**src/rtl/hazard_pkg.sv**
```systemverilog
// Shared types for the hazard/forwarding controller: mux-select encodings,
// observability state codes and the per-stage register tags.
package hazard_pkg;

  localparam int unsigned TAG_AW = 5;

  typedef enum logic [1:0] {
    FWD_REG   = 2'b00,
    FWD_EXMEM = 2'b10,
    FWD_MEMWB = 2'b01
  } fwd_e;

  typedef enum logic [1:0] {
    HZ_RUN      = 2'b00,
    HZ_LU_STALL = 2'b01,
    HZ_FLUSH    = 2'b10
  } hz_state_e;

  typedef struct packed {
    logic              valid;
    logic [TAG_AW-1:0] rs1;
    logic [TAG_AW-1:0] rs2;
    logic              uses_rs2;
    logic [TAG_AW-1:0] rd;
    logic              regwrite;
    logic              memread;
    logic              alusrc;
  } stage_tag_t;

  // Past EX only the destination matters for forwarding; a bubble has regwrite=0.
  typedef struct packed {
    logic [TAG_AW-1:0] rd;
    logic              regwrite;
  } fwd_tag_t;

endpackage

```
**src/rtl/hazard_fwd_ctrl_fwd_sel.sv**
```systemverilog
// Forwarding select for one EX operand: EX/MEM beats MEM/WB, x0 never forwards.
module fwd_sel
  import hazard_pkg::*;
#(
  parameter int unsigned AW = TAG_AW
) (
  input  logic [AW-1:0] src_idx,
  input  logic          src_used,
  input  logic [AW-1:0] mem_rd,
  input  logic          mem_regwrite,
  input  logic [AW-1:0] wb_rd,
  input  logic          wb_regwrite,
  output fwd_e          sel
);

  always_comb begin
    sel = FWD_REG;
    if (src_used && mem_regwrite && (mem_rd != '0) && (mem_rd == src_idx)) begin
      sel = FWD_EXMEM;
    end else if (src_used && wb_regwrite && (wb_rd != '0) && (wb_rd == src_idx)) begin
      sel = FWD_MEMWB;
    end
  end

endmodule

```
**src/rtl/hazard_fwd_ctrl.sv**
```systemverilog
// Load-use stall, branch flush and EX operand forwarding control.
// Optional HAZARD_PERF_EN adds saturating STALL_CNT/FLUSH_CNT outputs.
module hazard_fwd_ctrl
  import hazard_pkg::*;
#(
  parameter int unsigned REG_AW = TAG_AW,
  parameter int unsigned PERF_W = 16
) (
  input  logic              CLK,
  input  logic              RST_N,
  input  logic              ID_VALID,
  input  logic [REG_AW-1:0] ID_RS1,
  input  logic [REG_AW-1:0] ID_RS2,
  input  logic              ID_USES_RS2,
  input  logic [REG_AW-1:0] ID_RD,
  input  logic              ID_REGWRITE,
  input  logic              ID_MEMREAD,
  input  logic              ID_ALUSRC,
  input  logic              BRANCH_TAKEN,
  output logic [1:0]        FORWARD_A,
  output logic [1:0]        FORWARD_B,
  output logic              ALUSRC_EX,
  output logic              PC_WRITE,
  output logic              IFID_WRITE,
  output logic              IFID_FLUSH,
  output logic              IDEX_BUBBLE,
  output logic [1:0]        HZ_STATE
`ifdef HAZARD_PERF_EN
  ,
  output logic [PERF_W-1:0] STALL_CNT,
  output logic [PERF_W-1:0] FLUSH_CNT
`endif
);

  stage_tag_t id_tag, ex_d, ex_q;
  fwd_tag_t   mem_d, mem_q, wb_d, wb_q;
  hz_state_e  state_d, state_q;
  fwd_e       fwd_a, fwd_b;
  logic       branch, lu, stall, bubble;

  always_comb begin
    id_tag = '{valid: ID_VALID, rs1: ID_RS1, rs2: ID_RS2, uses_rs2: ID_USES_RS2,
               rd: ID_RD, regwrite: ID_REGWRITE, memread: ID_MEMREAD, alusrc: ID_ALUSRC};
    // Branch is masked during reset so the flush/bubble outputs hold their reset values.
    branch = BRANCH_TAKEN & RST_N;
    lu     = ID_VALID & ex_q.valid & ex_q.memread & (ex_q.rd != '0) &
             ((ex_q.rd == ID_RS1) | (ID_USES_RS2 & (ex_q.rd == ID_RS2)));
    stall  = lu & ~branch;
    bubble = branch | lu;
    ex_d   = (bubble || !ID_VALID) ? '0 : id_tag;
    mem_d  = '{rd: ex_q.rd, regwrite: ex_q.regwrite};
    wb_d   = mem_q;
    state_d = HZ_RUN;
    if (branch)  state_d = HZ_FLUSH;
    else if (lu) state_d = HZ_LU_STALL;
  end

  always_ff @(posedge CLK or negedge RST_N) begin
    if (!RST_N) begin
      ex_q    <= '0;
      mem_q   <= '0;
      wb_q    <= '0;
      state_q <= HZ_RUN;
    end else begin
      ex_q    <= ex_d;
      mem_q   <= mem_d;
      wb_q    <= wb_d;
      state_q <= state_d;
    end
  end

  fwd_sel #(.AW(TAG_AW)) u_fwd_a (
    .src_idx      (ex_q.rs1),
    .src_used     (1'b1),
    .mem_rd       (mem_q.rd),
    .mem_regwrite (mem_q.regwrite),
    .wb_rd        (wb_q.rd),
    .wb_regwrite  (wb_q.regwrite),
    .sel          (fwd_a)
  );

  fwd_sel #(.AW(TAG_AW)) u_fwd_b (
    .src_idx      (ex_q.rs2),
    .src_used     (ex_q.uses_rs2),
    .mem_rd       (mem_q.rd),
    .mem_regwrite (mem_q.regwrite),
    .wb_rd        (wb_q.rd),
    .wb_regwrite  (wb_q.regwrite),
    .sel          (fwd_b)
  );

  assign FORWARD_A   = fwd_a;
  assign FORWARD_B   = fwd_b;
  assign ALUSRC_EX   = ex_q.alusrc;
  assign PC_WRITE    = ~stall;
  assign IFID_WRITE  = ~stall;
  assign IFID_FLUSH  = branch;
  assign IDEX_BUBBLE = bubble;
  assign HZ_STATE    = state_q;

`ifdef HAZARD_PERF_EN
  logic [PERF_W-1:0] stall_cnt_d, stall_cnt_q, flush_cnt_d, flush_cnt_q;

  always_comb begin
    stall_cnt_d = stall_cnt_q;
    flush_cnt_d = flush_cnt_q;
    if (stall && (stall_cnt_q != '1))  stall_cnt_d = stall_cnt_q + 1'b1;
    if (branch && (flush_cnt_q != '1)) flush_cnt_d = flush_cnt_q + 1'b1;
  end

  always_ff @(posedge CLK or negedge RST_N) begin
    if (!RST_N) begin
      stall_cnt_q <= '0;
      flush_cnt_q <= '0;
    end else begin
      stall_cnt_q <= stall_cnt_d;
      flush_cnt_q <= flush_cnt_d;
    end
  end

  assign STALL_CNT = stall_cnt_q;
  assign FLUSH_CNT = flush_cnt_q;
`else
  // Performance counters compiled out.
`endif

endmodule

```
**config.mk**
```make
export PLATFORM = sky130hd
export DESIGN_NAME = hazard_fwd_ctrl
export DESIGN_NICKNAME = d
export VERILOG_FILES = /design/src/rtl/hazard_pkg.sv /design/src/rtl/hazard_fwd_ctrl_fwd_sel.sv /design/src/rtl/hazard_fwd_ctrl.sv
export SDC_FILE = /design/constraint.sdc
export NUM_CORES = 1
export LEC_CHECK = 0
export BUFFER_PORTS_ARGS = -buffer_cell sky130_fd_sc_hd__buf_2
export CORE_MARGIN = 1.5
export CORE_UTILIZATION = 52
export DETAILED_ROUTE_END_ITERATION = 12
export PLACE_DENSITY = 0.77
export SLEW_MARGIN = 10
export SYNTH_ARGS = -nofsm -noshare
export SYNTH_HDL_FRONTEND = slang
export SYNTH_SLANG_ARGS = --single-unit
```
**constraint.sdc**
```tcl
create_clock -name CLK -period 1.68 [get_ports CLK]
set_input_delay 0.084 -clock CLK [delete_from_list [all_inputs] [get_ports CLK]]
set_output_delay 0.084 -clock CLK [all_outputs]
set_load 0.01 [all_outputs]
```
==> out/qor.txt <==
Least-Margin Pin Slew: 0.5691 ns
Longest Clk Path Bufs: 2
outcome: complete, but fails checks
Clock Root Buffer: clkbuf_4
vias in the first global route: 1349
fill count: 175
Die Width: 57.14 um
Pwr Density: 776.9 mW/mm^2
largest net degree at the start of global routing: 35
GR peak layer: met2
clock tree from TritonCTS: yes
crit path kind: flop to output pin
CTS Sinks: 34
Worst Skew: 0.007124 ns
top cell type's share of synthesized area: 55.83%
Synthesized Nets: 164
DP HPWL: 2443 um
Final period util: 117.2%
relative slew slack: 61.97%
Core Area: 0.002758 mm^2
violations in the final reports: negative setup slack
io pins: 34
most common cell after layout, fill and taps aside: dfrtp_1
maximum vdd drop: 0.0007087 V
cts bufs inserted: 5
GRT Resource Usage Total: 25.46%
number of port buffers: 33
sequential-to-total area share from yosys stat: 55.83%
Syn-to-layout area delta: 38.83%
worst path required time: 1.60 ns
first-pass GRT wire length: 6175 um
# diodes: 0
via count: 1312
post-route minimum period: 1.969 ns
Core Rows: 19
Starting DRT DRC Count: 36
GRT met1 Usage: 28.35%
Clk pin slew, worst setup/hold paths: 0.10 ns
crit path max-delay cell type: or4_4
drt wl/cell: 15.84 um
Max Slew Vio Count: 0
Die Span Y: 57.14 um
TNS Setup: -0.7811 ns
synth warn: 0
CP Buf/Inv Count: 1
worst setup margin: -0.2887 ns
CP Data Arrival Time: 1.88 ns
HP Class: input port to flop
Cell variety after synth: 22
Pleak: 1.047 nW
H-tree depth: 2
Layout Nets: 228
Pre-antenna DRT Iters: 4
Synth area leaders: dfrtp_1, xnor2_1, nand3_1
DP Worst Slack: 0.03684 ns
GRT met2 Usage: 47.13%
initial core utilization: 55.26%
GR Util met3: 5.442%
post-synthesis cell count: 141
crit-path max cell delay: 0.54 ns
highest clock rate: 507.9 MHz
Final Setup Violations: 7
Clk Latency, worst-skew pair: 0.33 ns
Fin. Hold Viols: 0
DRT Wirelength: 3754 um
GP Congestion: 0.9060
RSZ-0062 raised after global routing: true
register bit total from synthesis: 34
CP max FO: 3
Cell Chain, Critical Path: or4_1 > o21ai_1 > or4_4 > nor4_2 > buf_2
GR Overflow Total: 0
Synth Area per Inst: 10.81 um^2
Routed Antenna Nets: 0
initial antenna violation count: 0
Critical Path Start Type: flop
vias per cell: 5.536
fraction of layout cells with a size suffix above 1: 37.86%
die area: 0.003264 mm^2
CP delay by family, top: simple AND/OR/NAND/NOR gates
Mapped Area: 0.001524 mm^2
Max-Cap Viols: 0
cell accounting for the most synthesized area: dfrtp_1
DRC violation count after routing: 0
Crit. End Element: output pin
most frequent cells in the layout: dfrtp_1, buf_2, nand3_1, a21oi_1, buf_4
-- logic make-up after synthesis --
family,count (synthesis),share of synthesized area (%)
and+or+nand+nor,42,15.35
xor gates and xnor gates,30,17.24
AOI/OAI and AO/OA,25,8.703
buffers and inverters,10,2.873
DFF,34,55.83
-- routing by layer --
metal  vias to the layer above  part of all wire, %
met5                         -                    0
met4                         0                  1.2
met3                         6                  4.8
met2                        47                   57
met1                       645                   37
li1                        614                    -
-- sequential cells by signal, indices dropped and copies added (netlist names) --
| name | flops |
|---|---|
| ex_q | 19 |
| mem_q | 6 |
| wb_q | 6 |
| HZ_STATE | 2 |
| ALUSRC_EX | 1 |
-- what timing repair did --
action	CTS	global route
buffers inserted	11	2
endpoints found under the hold margin	43	0
pin swaps	17	1
gates cloned	0	0
gates resized for setup	12	7
endpoints found under the setup margin	7	9
hold buffers	10	0
-- final timing paths --
kind                              startpoint               endpoint  slack (ns)  cells after the start
setup reg to reg           ex_q[6]$_DFF_PN0_  HZ_STATE[0]$_DFF_PN0_        0.11                      7
hold reg to reg            ex_q[2]$_DFF_PN0_     mem_q[0]$_DFF_PN0_        0.36                      0
hold / removal                     ID_RS2[4]     ex_q[13]$_DFF_PN0_        0.01                      3
max in group asynchronous              RST_N      ex_q[5]$_DFF_PN0_        1.05                      3
min in group asynchronous              RST_N     ex_q[19]$_DFF_PN0_        0.31                      3
setup / recovery           wb_q[1]$_DFF_PN0_           FORWARD_A[0]       -0.29                      5
-- Yosys cell counts --
master / n
inv_1: 1
nor4_2: 2
nand3_1: 24
nor2_1: 1
buf_4: 1
and3_1: 1
a21oi_1: 21
o21ai_1: 1
o22ai_1: 1
or4_1: 2
buf_2: 2
xnor2_1: 19
nand4_1: 2
nor4_1: 1
o21ai_2: 1
clkbuf_1: 6
xor2_1: 11
or4_4: 1
nand2_1: 5
dfrtp_1: 34
nor3_1: 3
a21o_1: 1
-- stage by stage --
step	total power, mW	utilization (%)	instances	cell area, um^2	hold WS, ns
floorplan	1.035	-	141	1524	-0.2116
global placement	1.120	63.93	206	1763	0.1360
detailed placement	1.132	63.93	206	1763	0.1432
CTS	1.637	75.14	235	2072	0.001346
global route	1.722	76.72	237	2116	0.0003943
finish	1.644	76.72	237	2116	0.01258
-- where the power goes --
group	internal, mW	switching, mW
combinational	0.149	0.139
clock	0.203	0.255
sequential	0.859	0.0389
-- cell type report --
class	instances	area, um^2	share of cell area, %
timing repair buffer	66	465.4	22.00
sequential	34	853.3	40.33
clock inverter	1	5.005	0.2365
clock buffer	7	55.05	2.602
inverter	1	3.754	0.1774
tap	31	38.79	1.833
multi-input combinational	97	694.4	32.82
-- worst reg2reg max path, stage by stage (launching register included) --
cell     delay [ns]
dfrtp_1        0.44
xnor2_1        0.19
nand2_1        0.09
o22ai_2        0.21
buf_6          0.15
buf_4          0.10
buf_4          0.15
and3_1         0.18
Power figures use the tool's default switching activity.
